===== src/rtl/modq_pkg.sv =====
// Shared helpers for the mod-Q reduction pipeline: clog2, fold constants and per-stage width offsets.
// Used by modq_fold_lane and modq_reduce_pipe; the MODQ_CENTERED_OUT_EN option lives in modq_fold_lane.
package modq_pkg;

  // Bits added above clog2(Q) at each stage so that the partial sums stay exact.
  localparam int unsigned S1_EXTRA = 6;
  localparam int unsigned T_EXTRA  = 3;
  localparam int unsigned S2_EXTRA = 2;
  localparam int unsigned D_EXTRA  = 4;
  localparam int unsigned MAX_MULT = 8;

  function automatic int unsigned clog2(input int unsigned v);
    int unsigned r;
    r = 0;
    for (int i = 0; i < 32; i++) begin
      if ((64'd1 << i) < 64'(v)) r = 32'(i + 1);
    end
    return r;
  endfunction

  // 2^j mod q, built by repeated doubling so it never overflows.
  function automatic int unsigned fold_const(input int unsigned q, input int unsigned j);
    int unsigned r;
    r = 1 % q;
    for (int unsigned i = 0; i < j; i++) r = (r * 2) % q;
    return r;
  endfunction

  // Non-negative residue of -2^j, used for the two's complement sign bit.
  function automatic int unsigned neg_const(input int unsigned q, input int unsigned j);
    return (q - fold_const(q, j)) % q;
  endfunction

  function automatic int unsigned out_width(input int unsigned q);
    return clog2(q) + 1;
  endfunction

endpackage


===== src/rtl/modq_fold_lane.sv =====
// One lane of the 3-stage mod-Q reducer: fold, fold again, final correction.
// Define MODQ_CENTERED_OUT_EN for outputs in [-(Q-1)/2, (Q-1)/2]; otherwise [0, Q-1].
module modq_fold_lane import modq_pkg::*; #(
  parameter  int unsigned Q     = 5167,
  parameter  int unsigned IN_W  = 34,
  localparam int unsigned OUT_W = out_width(Q)
) (
  input  logic             clk,
  input  logic             rst,
  input  logic             advance,
  input  logic [IN_W-1:0]  x,
  output logic [OUT_W-1:0] r
);

  localparam int unsigned K    = clog2(Q);
  localparam int unsigned S1_W = K + S1_EXTRA;
  localparam int unsigned T_W  = K + T_EXTRA;
  localparam int unsigned S2_W = K + S2_EXTRA;
  localparam int unsigned D_W  = K + D_EXTRA;
  localparam int unsigned N1   = IN_W - K;
`ifdef MODQ_CENTERED_OUT_EN
  localparam int unsigned OFF  = (Q - 1) / 2;
`else
  localparam int unsigned OFF  = 0;
`endif

  logic [S1_W-1:0]  t1 [N1];
  logic [T_W-1:0]   t2 [S1_EXTRA];
  logic [S2_W-1:0]  t3 [T_EXTRA];
  logic [S1_W-1:0]  s1_c;
  logic [S1_W-1:0]  s1;
  logic [T_W-1:0]   u_c;
  logic [S2_W-1:0]  w_c;
  logic [S2_W-1:0]  s2;
  logic [D_W-1:0]   cand;
  logic [OUT_W-1:0] r_c;

  // Stage 1: every bit at or above K is replaced by its residue; the sign bit carries -2^(IN_W-1).
  for (genvar j = 0; j < N1; j++) begin : g_t1
    localparam int unsigned B = K + j;
    localparam int unsigned C = (B == IN_W - 1) ? neg_const(Q, B) : fold_const(Q, B);
    assign t1[j] = x[B] ? S1_W'(C) : '0;
  end

  always_comb begin
    s1_c = S1_W'(x[K-1:0]);
    for (int i = 0; i < int'(N1); i++) s1_c = s1_c + t1[i];
  end

  // Stage 2: two chained folds bring the value below 2^(K+2).
  for (genvar j = 0; j < S1_EXTRA; j++) begin : g_t2
    localparam int unsigned C = fold_const(Q, K + j);
    assign t2[j] = s1[K+j] ? T_W'(C) : '0;
  end

  always_comb begin
    u_c = T_W'(s1[K-1:0]);
    for (int i = 0; i < int'(S1_EXTRA); i++) u_c = u_c + t2[i];
  end

  for (genvar j = 0; j < T_EXTRA; j++) begin : g_t3
    localparam int unsigned C = fold_const(Q, K + j);
    assign t3[j] = u_c[K+j] ? S2_W'(C) : '0;
  end

  always_comb begin
    w_c = S2_W'(u_c[K-1:0]);
    for (int i = 0; i < int'(T_EXTRA); i++) w_c = w_c + t3[i];
  end

  // Stage 3: s2 < 8Q, so exactly one s2 - m*Q (m = 0..8) lands in the output window.
  always_comb begin
    cand = '0;
    r_c  = '0;
    for (int m = 0; m <= int'(MAX_MULT); m++) begin
      cand = D_W'(s2) - D_W'(m * Q);
      if (D_W'(cand + D_W'(OFF)) < D_W'(Q)) r_c = cand[OUT_W-1:0];
    end
  end

  always_ff @(posedge clk or posedge rst) begin
    if (rst) begin
      s1 <= '0;
      s2 <= '0;
      r  <= '0;
    end else if (advance) begin
      s1 <= s1_c;
      s2 <= w_c;
      r  <= r_c;
    end
  end

endmodule


===== src/rtl/modq_reduce_pipe.sv =====
// Multi-lane 3-stage signed mod-Q reduction pipeline with valid/ready flow control.
// Output range selected by MODQ_CENTERED_OUT_EN (see modq_fold_lane).
module modq_reduce_pipe import modq_pkg::*; #(
  parameter  int unsigned Q     = 5167,
  parameter  int unsigned IN_W  = 34,
  parameter  int unsigned LANES = 1,
  localparam int unsigned OUT_W = out_width(Q)
) (
  input  logic                   clk,
  input  logic                   Reset,
  input  logic [LANES*IN_W-1:0]  In,
  input  logic                   InValid,
  output logic                   InReady,
  output logic [LANES*OUT_W-1:0] Out,
  output logic                   OutValid,
  input  logic                   OutReady
);

  logic stall_c;
  logic advance_c;
  logic v1;
  logic v2;

  // The whole pipe freezes only when the output holds a result nobody is taking.
  assign stall_c   = OutValid && !OutReady;
  assign advance_c = !stall_c;
  assign InReady   = advance_c;

  always_ff @(posedge clk or posedge Reset) begin
    if (Reset) begin
      v1       <= 1'b0;
      v2       <= 1'b0;
      OutValid <= 1'b0;
    end else if (advance_c) begin
      v1       <= InValid;
      v2       <= v1;
      OutValid <= v2;
    end
  end

  for (genvar k = 0; k < LANES; k++) begin : g_lane
    modq_fold_lane #(
      .Q    (Q),
      .IN_W (IN_W)
    ) u_lane (
      .clk     (clk),
      .rst     (Reset),
      .advance (advance_c),
      .x       (In[k*IN_W +: IN_W]),
      .r       (Out[k*OUT_W +: OUT_W])
    );
  end

endmodule


===== config.mk =====
export PLATFORM = sky130hd
export DESIGN_NAME = modq_reduce_pipe
export DESIGN_NICKNAME = d
export VERILOG_FILES = /design/src/rtl/modq_pkg.sv /design/src/rtl/modq_fold_lane.sv /design/src/rtl/modq_reduce_pipe.sv
export SDC_FILE = /design/constraint.sdc
export NUM_CORES = 1
export LEC_CHECK = 0
export BUFFER_PORTS_ARGS = -buffer_cell sky130_fd_sc_hd__buf_4
export CORE_UTILIZATION = 50
export CTS_CLUSTER_DIAMETER = 200
export DETAILED_ROUTE_END_ITERATION = 6
export PLACE_DENSITY_LB_ADDON = 0.12
export SETUP_SLACK_MARGIN = 0.4
export SYNTH_ARGS = -nofsm -noshare
export SYNTH_HDL_FRONTEND = slang
export SYNTH_SLANG_ARGS = --single-unit
export TNS_END_PERCENT = 50

===== constraint.sdc =====
create_clock -name clk -period 6.3 [get_ports clk]
set_input_delay 0.315 -clock clk [delete_from_list [all_inputs] [get_ports clk]]
set_output_delay 0.315 -clock clk [all_outputs]
set_load 0.005 [all_outputs]

* Yosys cells after proc, flatten, opt, wreduce, memory -nomap -nowiden *
Cells that the tools add are included.

cells by class
  $add $sub $neg = 38
  $lt $le $gt $ge = 9
  mux-type cells = 39
  reduce and logical (&&, ||, !) cells = 3

operators by type and width
  kind                                                           number
  adder 19 bit                                                   20
  less-than comparator 17 x 13 -> 1 bit (second input constant)  8
  2-to-1 mux 12 bit                                              11
  2-to-1 mux 14 bit                                              9
  2-to-1 mux 13 bit                                              8
  adder 16 bit                                                   5
  2-to-1 mux 11 bit                                              7
  subtractor 15 x 15 -> 16 bit (second input constant)           3
  2-to-1 mux 10 bit                                              4
  subtractor 15 x 16 -> 17 bit (second input constant)           2
  subtractor 15 x 14 -> 16 bit (second input constant)           2
  adder 15 bit                                                   2
  adder 13 x 19 -> 19 bit                                        1
  adder 13 x 16 -> 16 bit                                        1
  subtractor 15 x 13 -> 16 bit (second input constant)           1
  adder 13 x 15 -> 15 bit                                        1
  less-than comparator 15 x 13 -> 1 bit (second input constant)  1
  logical NOT 1 bit                                              2
  logical AND 1 bit                                              1

word-level totals
  register bits after elaboration = 51
  input port bits = 38
  output and inout port bits = 16
  logic and storage cells = 95

* Logic depth before layout (Yosys ltp) *
Gate-level depths: netlist (run 1).

  word-level depth = 22
  gate-level depth with buffers = 30
  mapped depth without buffers = 30

* Cells and area by module *
Synthesis (run 1) repeated with hierarchy kept, for this count alone.

second synthesis, totals
  cells, all modules = 1171
  area, all modules = 10884.2 µm²

by module, submodules not included
  module            times used  cells an instance  area an instance (µm²)  sequential area each (µm²)
  modq_fold_lane    1           1162               10755.3                 1176.1
  modq_reduce_pipe  1           9                  128.9                   75.1

* Least setup slack after synthesis (run 1) *
No wires, ideal clock.

  kind = register to register
  start point = register g_lane[0].u_lane.s1[13]
  end point = register g_lane[0].u_lane.s2[12]
  setup time = 0.135 ns
  arrival = 6.594 ns
  data required time = 6.165 ns
  slack = -0.428 ns
  stages on the path, launching flop included = 28
  buffers on the path = 0
  period minus slack after synthesis = 6.728 ns
  cells stage by stage = dfrtp_1 > inv_1 > fa_1 > inv_1 > fa_1 > fa_1 > ha_1 > ha_1 > nor3_1 > nor3_1 > a2111oi_0 > o21bai_1 > xor2_2 > xor2_1 > ha_1 > a21o_1 > ha_1 > ha_1 > fa_1 > a21o_1 > a31oi_1 > nor2b_1 > o21a_1 > o21a_1 > o21ai_0 > nand2b_1 > a211oi_1 > o31ai_1

on the way
  longest elaborated chain between the ends = 11
  elaborated cells on any way between the ends = 13
  classes of those cells = 9 x add/sub; 4 x mux

ends and longest elaborated chain
  element                       line                  RTL
  start, declared               modq_fold_lane.sv:31  logic [S1_W-1:0] s1;
  start signal, assigned        modq_fold_lane.sv:83  s1 <= '0;
  start signal, assigned        modq_fold_lane.sv:87  s1 <= s1_c;
  2-to-1 mux 12 bit *           modq_fold_lane.sv:53  assign t2[j] = s1[K+j] ? T_W'(C) : '0;
  adder 13 x 16 -> 16 bit *     modq_fold_lane.sv:58  for (int i = 0; i < int'(S1_EXTRA); i++) u_c = u_c + t2[i];
  adder 16 bit * (5 in series)  modq_fold_lane.sv:58
  2-to-1 mux 12 bit             modq_fold_lane.sv:63  assign t3[j] = u_c[K+j] ? S2_W'(C) : '0;
  adder 13 x 15 -> 15 bit       modq_fold_lane.sv:68  for (int i = 0; i < int'(T_EXTRA); i++) w_c = w_c + t3[i];
  adder 15 bit                  modq_fold_lane.sv:68
  adder 15 bit *                modq_fold_lane.sv:68
  end signal, assigned          modq_fold_lane.sv:88  s2 <= w_c;
  end, declared                 modq_fold_lane.sv:34  logic [S2_W-1:0] s2;

Mark *: on every way between the ends. The rest lies on a longest branch, timed or not.
A chain may end at the register's enable or synchronous reset.

* Worst setup path after layout (run 1) *
  start point = register g_lane[0].u_lane.s1[16]
  end point = register g_lane[0].u_lane.s2[12]

on the way
  longest elaborated chain between the ends = 8
  elaborated cells on any way between the ends = 10
  classes of those cells = 6 x add/sub; 4 x mux

ends and longest elaborated chain
  element                       line
  2-to-1 mux 12 bit *           modq_fold_lane.sv:53
  adder 16 bit * (3 in series)  modq_fold_lane.sv:58
  2-to-1 mux 12 bit             modq_fold_lane.sv:63
  adder 13 x 15 -> 15 bit       modq_fold_lane.sv:68
  adder 15 bit                  modq_fold_lane.sv:68
  adder 15 bit *                modq_fold_lane.sv:68

Marks and branches as above.

==> impl_metrics.csv, run 1 <==
group,metric,value,unit
run_status,status,"completed",
finish,drive_above_1_share,14.9,%
detailed_routing,avgViaCountPerCell,5.88,
die,die_area,0.0224,mm²
logic_synthesis,synthTopCellsByArea,"fa_1, ha_1, dfrtp_1",
sta,fin_crit,6290,ps
clocking,clkSlewWorstSetupHoldPaths,80,ps
logic_synthesis,synth_warnings,0,
logic_synthesis,ys_types,87,
grt,grt_pass1_vias,8729,
grt,grt_max_degree,59,
sta,rsz0062_at_grt,"yes",
job,drv_cap,0,
logic_synthesis,syn_inst,1206,
grt,grt_usage,27.3,%
grt,grt_pass1_wl,47200,µm
detailed_routing,drtIter0Drc,801,
sta,tns,0,ps
place,dp_hpwl,23500,µm
clocking,cts_num_sinks,50,
grt,overflow,0,
logic_synthesis,ys_ff_latch,50,
logic_synthesis,synth_nets,1523,
critical_path,rrSetupSlack,10,ps
clocking,cts-root-buf,"clkbuf_16",
critical_path,worstPathRequired,6470,ps
critical_path,path_max_fanout,5,
detailed_routing,postRouteWirelength,29600,µm
critical_path,r2r_start,"g_lane[0].u_lane.s1[16]$_DFFE_PP0N_",
die,initial_core_util,51.4,%
detailed_routing,detail-route-antenna-nets,0,
logic_synthesis,synth-edff-count,0,
die,dieHeight,150,µm
critical_path,cp-end-kind,"flop",
logic_synthesis,synthArstFlopShare,100,%
sta,slew_violations,0,
finish,area_growth,12.1,%
critical_path,r2r_end,"g_lane[0].u_lane.s2[12]$_DFFE_PP0N_",
min_path,min_path_type,"in2async",
place,place_ws,-149,ps
die,rows,53,
detailed_routing,dr.pass1.iters,5,
sta,clock.fmax,0.159,GHz
sta,setup_ws,12.5,ps
place,place_inst,1518,
finish,final_common_cell,"inv_1",
finish,mostFrequentLayoutCells,"inv_1, fa_1, ha_1",
logic_synthesis,synth_top_area_cell,"fa_1",
finish,insertedDiodeCount,0,
clocking,h-tree-depth,2,
sta,slew_headroom,29.9,%
die,coreArea,0.0212,mm²
die,die_w,150,µm
detailed_routing,num_vias,9046,
detailed_routing,drcViolationCount,0,
logic_synthesis,synth_area,0.0109,mm²
die,ios,54,
critical_path,cp.arrival,6450,ps
sta,hold_viol,0,
finish,final_util,57.6,%
logic_synthesis,ys_seq_area_share,11.5,%
sta,worstMarginPinSlew,1040,ps
critical_path,start_kind,"flop",
logic_synthesis,avgSynthCellArea,9.04,µm²
clocking,cts_tree,"built",
clocking,clkLatencyLatePin,310,ps
finish,num-nets-final,1579,
grt,antenna_found_initial,0,
place,place_congestion,0.970,
finish,fin_cells,1538,
clocking,cts_made_buffers,5,
logic_synthesis,synth.top_cell.area_share,28.8,%
detailed_routing,wire_per_inst,19.3,µm
sta,clock_skew,15.8,ps
sta,final-setup-viol-count,0,
clocking,clockBufferDepth,2,
critical_path,worstRegToRegCells,26,
logic_synthesis,ys.flop_type,"dfrtp_1",
sta,period_share,99.8,%
place,portBuffers,53,
critical_path,path_class,"reg2reg",
[critical path, stage by stage (launching register included)]
cell       delay [ps]
dfrtp_2           430
inv_1              90
fa_1              490
inv_1              60
fa_1              520
fa_1              460
ha_4              300
ha_4              210
and3_1            210
a2111oi_2         360
o21bai_1          170
xor2_2            270
buf_4             170
xnor2_1           120
ha_1              170
o21ba_2           180
fa_1              500
inv_1              70
ha_4              240
a31oi_1           160
nor2b_1            80
o21a_1            190
o21a_1            210
o21ai_2           160
nand2b_1           90
a211oi_2          180
o31ai_1            80
[metrics by stage]
stage	hold slack (ps)	cell area [µm²]
2_1_floorplan	427	11100
3_3_place_gp	442	11900
3_5_place_dp	452	11900
4_1_cts	206	12100
5_1_grt	203	12200
6_report	192	12200
[per-layer routing]
metal / GRT usage (%) / vias up / wire (µm)
met1: 41.8 / 4421 / 14100
met5: 0 / - / 0
met4: 3.18 / 0 / 239
met3: 3.93 / 22 / 2210
li1: - / 4268 / -
met2: 41.7 / 335 / 13100
[registers in the layout, indices dropped and copies added (netlist names)]
register	count
OutValid	1
g_lane.u_lane.r	14
g_lane.u_lane.s1	18
g_lane.u_lane.s2	15
v1	1
v2	1
[cell usage after synthesis, types with 5 or more instances]
cell type	n
a211oi_1	11
a21o_1	15
a21oi_1	77
a311o_1	5
a31oi_1	17
a32oi_1	5
and2_1	10
and3_1	11
buf_1	13
buf_2	16
clkbuf_1	18
dfrtp_1	50
fa_1	157
ha_1	122
inv_1	165
nand2_1	87
nand2b_1	9
nand3_1	28
nand4_1	8
nor2_1	65
nor2b_1	14
nor3_1	31
nor4_1	5
o211ai_1	9
o21a_1	10
o21ai_0	52
o22ai_1	5
o31ai_1	10
o41ai_1	5
or3_1	10
xnor2_1	37
xor2_1	19
[logic make-up after synthesis]
family | share of synthesized area, %
buffers and inverters | 8.34
adders and majority gates | 42.9
AOI/OAI and AO/OA | 18.9
and+or+nand+nor | 13.0
muxes | 0.493
DFF | 11.5
xor gates and xnor gates | 4.85
[cell type report]
cell class	instances	area [µm²]
clock buffer	5	125
clock inverter	3	48.8
fill	1966	9000
inverter	170	643
multi-input combinational	931	9020
sequential	50	1260
tap	275	344
timing repair buffer	104	785
[what timing repair did]
item / 4_1_cts / 5_1_grt
cloned: 0 / 0
setup endpoints to repair: 7 / 12
pin swaps: 13 / 7
resized for setup: 11 / 13
hold buffers: 0 / 0
buffers inserted: 7 / 5
[worst max-delay path by stage]
stage | startpoint | endpoint | slack (ps) | cells after the start
global route | g_lane[0].u_lane.s1[13]$_DFFE_PP0N_ | g_lane[0].u_lane.s2[14]$_DFFE_PP0N_ | -470 | 28
CTS | g_lane[0].u_lane.s1[13]$_DFFE_PP0N_ | g_lane[0].u_lane.s2[12]$_DFFE_PP0N_ | 40 | 28
floorplan | g_lane[0].u_lane.s1[13]$_DFFE_PP0N_ | g_lane[0].u_lane.s2[12]$_DFFE_PP0N_ | 110 | 28
global placement | g_lane[0].u_lane.s1[14]$_DFFE_PP0N_ | g_lane[0].u_lane.s2[12]$_DFFE_PP0N_ | -7 | 30
finish | g_lane[0].u_lane.s1[16]$_DFFE_PP0N_ | g_lane[0].u_lane.s2[12]$_DFFE_PP0N_ | 10 | 26
detailed placement | g_lane[0].u_lane.s1[15]$_DFFE_PP0N_ | g_lane[0].u_lane.s2[14]$_DFFE_PP0N_ | -150 | 30
Power of run 1 is left out: the tool's default activity adds up to more than one toggle a clock period on the data nets, which glitch-free logic cannot reach.
==> run 2, diff against run 1 <==
--- a/config.mk
+++ b/config.mk
@@ -5,6 +5,7 @@
 export SDC_FILE = /design/constraint.sdc
 export NUM_CORES = 1
 export LEC_CHECK = 0
+export ABC_AREA = 1
 export BUFFER_PORTS_ARGS = -buffer_cell sky130_fd_sc_hd__buf_4
 export CORE_UTILIZATION = 50
 export CTS_CLUSTER_DIAMETER = 200
==> impl_metrics.csv, run 2 <==
group,metric,value,unit
run_status,status,"complete, but fails checks",
run_status,violations,"DRC",
grt,antenna_found_initial,0,
sta,slew_violations,0,
finish,top_register,"g_lane.u_lane.s1",
clocking,cts-root-buf,"clkbuf_16",
finish,largest_registers,"g_lane.u_lane.s1 (18), g_lane.u_lane.s2 (15), g_lane.u_lane.r (14)",
sta,slew_headroom,37.6,%
place,dp_hpwl,23800,µm
die,die_area,0.0227,mm²
detailed_routing,drcViolationCount,2,
critical_path,start_kind,"flop",
logic_synthesis,synth_most_common_cell,"nand2_1",
logic_synthesis,ys_ff_latch,50,
logic_synthesis,synth_nets,1791,
logic_synthesis,avgSynthCellArea,7.50,µm²
die,dieHeight,151,µm
critical_path,cpPeakStageDelay,540,ps
grt,grt_pass1_wl,46400,µm
die,die_w,151,µm
logic_synthesis,synthArstFlopShare,100,%
sta,fin_crit,6140,ps
critical_path,crit_family,"adder cells",
finish,nFillCells,2147,
detailed_routing,wire_per_inst,15.9,µm
critical_path,worstPathRequired,6480,ps
sta,hold_viol,0,
clocking,hold_buffers,0,
finish,drive_above_1_share,12.9,%
critical_path,critPathSlowestCell,"fa_1",
logic_synthesis,ys_seq_area_share,11.3,%
critical_path,path_class,"reg2reg",
die,initial_core_util,50.8,%
critical_path,cpMostUsedCell,"nand2_1",
detailed_routing,num_vias,9472,
sta,final-setup-viol-count,0,
sta,period_share,97.5,%
grt,grt_max_degree,62,
clocking,cts_tree,"built",
detailed_routing,postRouteWirelength,28700,µm
logic_synthesis,ys_types,45,
sta,rsz0062_at_grt,"yes",
critical_path,path_max_fanout,5,
grt,grt_usage,26.5,%
finish,mostFrequentLayoutCells,"nand2_1, inv_1, fa_1",
logic_synthesis,syn_inst,1474,
sta,worstMarginPinSlew,933,ps
clocking,clkLatencyLatePin,310,ps
job,drv_cap,0,
finish,final_common_cell,"nand2_1",
place,portBuffers,53,
logic_synthesis,synth_area,0.0111,mm²
min_path,min_path_type,"in2async",
die,ios,54,
clocking,cts_num_sinks,50,
finish,area_growth,10.8,%
detailed_routing,drtIter0Drc,438,
clocking,h-tree-depth,2,
critical_path,cp-end-kind,"flop",
finish,final_util,56.3,%
logic_synthesis,synth-edff-count,0,
logic_synthesis,ys.flop_type,"dfrtp_1",
die,coreArea,0.0218,mm²
finish,multi_input_area,0.00881,mm²
die,rows,54,
finish,seqCellArea,0.00126,mm²
detailed_routing,dr.pass1.iters,7,
finish,insertedDiodeCount,0,
finish,largest_reg_flops,18,
clocking,cts_made_buffers,5,
grt,grt_pass1_vias,9252,
logic_synthesis,synth_warnings,0,
detailed_routing,detail-route-antenna-nets,0,
place,place_congestion,0.944,
clocking,clockBufferDepth,2,
logic_synthesis,synth.top_cell.area_share,28.4,%
grt,overflow,0,
logic_synthesis,synth_top_area_cell,"fa_1",
critical_path,cp_num_buf_inv,4,
logic_synthesis,netlist_top_cells_count,"nand2_1, inv_1, fa_1",
sta,clock_skew,24.3,ps
sta,clock.fmax,0.163,GHz
finish,num-nets-final,1843,
detailed_routing,avgViaCountPerCell,5.24,
logic_synthesis,synthTopCellsByArea,"fa_1, nand2_1, ha_1",
critical_path,cp.arrival,6330,ps
clocking,clkSlewWorstSetupHoldPaths,90,ps
sta,fin_hold_ws,201,ps
run 2: changes by cell type after synthesis, sizes merged, moves of 13 or more:
cell | previous run | this run
xnor2 | 37 | 7
a31oi | 17 | 4
a21o | 15 | 2
o21ai | 57 | 77
nor2 | 65 | 96
a21oi | 78 | 45
nand3 | 29 | 98
inv | 166 | 272
nor2b | 14 | 0
nor3 | 33 | 6
nand2 | 88 | 424
run 2: path summary, 6_finish.rpt:
check	startpoint	cells past startpoint	slack, ps	endpoint
setup / recovery	g_lane[0].u_lane.s1[13]$_DFFE_PP0N_	42	160	g_lane[0].u_lane.s2[14]$_DFFE_PP0N_
hold / removal	Reset	3	200	g_lane[0].u_lane.r[13]$_DFFE_PP0N_
setup reg to reg	g_lane[0].u_lane.s1[13]$_DFFE_PP0N_	42	160	g_lane[0].u_lane.s2[14]$_DFFE_PP0N_
hold reg to reg	v2$_DFFE_PP0N_	2	460	OutValid$_DFFE_PP0N_
max in group asynchronous	Reset	3	5580	g_lane[0].u_lane.s1[16]$_DFFE_PP0N_
min in group clk	InValid	3	250	v1$_DFFE_PP0N_
run 2: routing by layer:
metal / vias to the layer above / track usage (%) / share of wire, % / routed length, µm
li1: 4661 / - / - / -
met1: 4565 / 34.4 / 43 / 12300
met3: 50 / 2.09 / 3.1 / 901
met4: 0 / 7.45 / 2.4 / 691
met5: - / 0 / 0 / 0
met2: 196 / 47.1 / 52 / 14800
run 2: area by class of cell:
class                   count  area share [%]
well taps                 280            2.86
flip-flops and latches     50            10.3
repair buffers             81            4.96
clock inverters             2           0.317
multi-input cells        1113            71.9
inverters                 275            8.55
clock buffers               6            1.13
run 2: timing repair:
| item | 4_1_cts | 5_1_grt |
|---|---|---|
| resized for setup | 6 | 27 |
| pin swaps | 5 | 19 |
| endpoints found under the setup margin | 5 | 8 |
| buffers inserted | 7 | 5 |
run 2: metrics by stage:
| step | std cells | cell area, µm² | setup slack (ps) | TNS (ps) |
|---|---|---|---|---|
| 6_report | 1807 | 12300 | 156 | 0 |
| 4_1_cts | 1802 | 12100 | 157 | 0 |
| 3_5_place_dp | 1787 | 11800 | 15.2 | 0 |
| 2_1_floorplan | 1474 | 11200 | 317 | 0 |
| 3_3_place_gp | 1787 | 11800 | 149 | 0 |
| 5_1_grt | 1807 | 12300 | -230 | -496 |
run 2: logic make-up after synthesis:
family / share of synthesized area [%]
adders and majority gates: 42.2
AOI/OAI and AO/OA: 7.68
xor gates and xnor gates: 2.93
DFF: 11.3
buffers and inverters: 11.5
and+or+nand+nor: 24.3
run 2: tightest hold or removal path, cell delays in order:
cell and delay (ps):
buf_4 110, inv_2 30, buf_4 560
Power of run 2 is left out for the same reason.
==> run 3, diff against run 2 <==
--- a/config.mk
+++ b/config.mk
@@ -7,11 +7,12 @@
 export LEC_CHECK = 0
 export ABC_AREA = 1
 export BUFFER_PORTS_ARGS = -buffer_cell sky130_fd_sc_hd__buf_4
-export CORE_UTILIZATION = 50
+export CORE_UTILIZATION = 49
 export CTS_CLUSTER_DIAMETER = 200
 export DETAILED_ROUTE_END_ITERATION = 6
 export PLACE_DENSITY_LB_ADDON = 0.12
 export SETUP_SLACK_MARGIN = 0.4
+export SLEW_MARGIN = 30
 export SYNTH_ARGS = -nofsm -noshare
 export SYNTH_HDL_FRONTEND = slang
 export SYNTH_SLANG_ARGS = --single-unit
==> impl_metrics.csv, run 3 (synthesis results as in run 2) <==
group,metric,value,unit
run_status,status,"complete, but fails checks",
run_status,violations,"DRC",
sta,slew_violations,0,
detailed_routing,wl_met3,887,µm
sta,hold_viol,0,
grt,overflow,0,
critical_path,cpMostUsedCell,"nand2_1",
grt,grt_pass1_vias,9405,
finish,largest_registers,"g_lane.u_lane.s1 (18), g_lane.u_lane.s2 (15), g_lane.u_lane.r (14)",
sta,fin_crit,6260,ps
critical_path,cp-end-kind,"flop",
detailed_routing,num_vias,9396,
critical_path,r2r_start,"g_lane[0].u_lane.s1[15]$_DFFE_PP0N_",
clocking,cts_tree,"built",
detailed_routing,drtIter0Drc,486,
sta,slew_headroom,40.7,%
sta,period_share,99.3,%
place,dp_hpwl,23300,µm
clocking,h-tree-depth,2,
job,drv_cap,0,
critical_path,crit_family,"adder cells",
place,place_area,0.0118,mm²
critical_path,cpPeakStageDelay,580,ps
clocking,cts_num_sinks,50,
die,coreArea,0.0220,mm²
finish,num-nets-final,1843,
finish,top_register,"g_lane.u_lane.s1",
finish,largest_reg_flops,18,
critical_path,cp.arrival,6440,ps
detailed_routing,postRouteWirelength,28600,µm
detailed_routing,wire_per_inst,15.9,µm
critical_path,worstPathRequired,6490,ps
detailed_routing,drcViolationCount,1,
die,dieHeight,152,µm
critical_path,cp_num_buf_inv,4,
grt,antenna_found_initial,0,
critical_path,start_kind,"flop",
finish,area_growth,10.8,%
clocking,cts-root-buf,"clkbuf_16",
critical_path,path_max_fanout,4,
critical_path,path_class,"reg2reg",
critical_path,critPathSlowestCell,"fa_1",
sta,clock.fmax,0.160,GHz
critical_path,worstRegToRegCells,42,
detailed_routing,met2_length,14900,µm
clocking,clkLatencyLatePin,310,ps
detailed_routing,drt-met1-wl,12200,µm
detailed_routing,routed.top_layer,"met4",
place,place_congestion,0.981,
grt,grt_max_degree,51,
sta,fin_hold_ws,206,ps
clocking,clockBufferDepth,2,
clocking,hold_buffers,0,
sta,final-setup-viol-count,0,
clocking,clkSlewWorstSetupHoldPaths,80,ps
die,initial_core_util,50.4,%
sta,worstMarginPinSlew,887,ps
die,die_w,152,µm
detailed_routing,detail-route-antenna-nets,0,
finish,drive_above_1_share,12.6,%
finish,fin_area,0.0123,mm²
clocking,cts_made_buffers,5,
place,portBuffers,53,
sta,clock_skew,8.58,ps
finish,nFillCells,2098,
die,die_area,0.0232,mm²
critical_path,r2r_end,"g_lane[0].u_lane.s2[14]$_DFFE_PP0N_",
finish,insertedDiodeCount,0,
detailed_routing,avgViaCountPerCell,5.20,
finish,mostFrequentLayoutCells,"nand2_1, inv_1, fa_1",
die,ios,54,
critical_path,rrSetupSlack,40,ps
sta,rsz0062_at_grt,"yes",
die,rows,54,
min_path,min_path_type,"in2async",
grt,grt_usage,25.7,%
grt,grt_pass1_wl,46900,µm
detailed_routing,dr.pass1.iters,7,
finish,final_common_cell,"nand2_1",
[run 3: final cells by class]
type                            count  area (µm²)  share of cell area, %
Multi-Input combinational cell   1113        8820                   72.0
Sequential cell                    50        1260                   10.3
Inverter                          275        1040                   8.51
Timing Repair Buffer               81         608                   4.96
Tap cell                          280         350                   2.86
Clock buffer                        6         139                   1.13
Clock inverter                      2        38.8                  0.317
[run 3: repair_timing]
action	4_1_cts	5_1_grt
setup buffers	10	3
gates resized for setup	3	28
endpoints found under the setup margin	5	10
pin swaps	10	10
hold endpoints to repair	0	0
[run 3: worst max path at each step]
stage / from / to / slack, ps / depth (start not counted)
floorplan: g_lane[0].u_lane.s1[13]$_DFFE_PP0N_ / g_lane[0].u_lane.s2[14]$_DFFE_PP0N_ / 320 / 42
global placement: g_lane[0].u_lane.s1[15]$_DFFE_PP0N_ / g_lane[0].u_lane.s2[14]$_DFFE_PP0N_ / 160 / 42
detailed placement: g_lane[0].u_lane.s1[15]$_DFFE_PP0N_ / g_lane[0].u_lane.s2[14]$_DFFE_PP0N_ / 90 / 42
CTS: g_lane[0].u_lane.s1[13]$_DFFE_PP0N_ / g_lane[0].u_lane.s2[14]$_DFFE_PP0N_ / 60 / 42
global route: g_lane[0].u_lane.s1[13]$_DFFE_PP0N_ / g_lane[0].u_lane.s2[14]$_DFFE_PP0N_ / -340 / 42
finish: g_lane[0].u_lane.s1[15]$_DFFE_PP0N_ / g_lane[0].u_lane.s2[14]$_DFFE_PP0N_ / 40 / 42
[run 3: routing by layer]
metal	GRT usage, %	up-vias
li1	-	4670
met1	32.1	4487
met2	47.3	194
met3	2.05	45
met4	7.05	0
met5	0	-
[run 3: through the flow]
step / worst slack [ps] / TNS (ps) / util [%] / instances
after global routing: -343 / -943 / 55.8 / 1807
after floorplan: 317 / 0 / - / 1474
after CTS: 59.7 / 0 / 55.1 / 1804
after global placement: 157 / 0 / 53.8 / 1786
after detailed placement: 85.8 / 0 / 53.8 / 1786
final: 44.1 / 0 / 55.8 / 1807
[run 3: worst register-to-register path: cells and delay by family, from the launching register on]
family	cells	cell delay [ps]
AOI/OAI and AO/OA	6	610
xor gates and xnor gates	2	330
adders and majority gates	9	3050
buffers and inverters	4	180
DFF	1	410
and+or+nand+nor	21	1550
Power of run 3 is left out for the same reason.
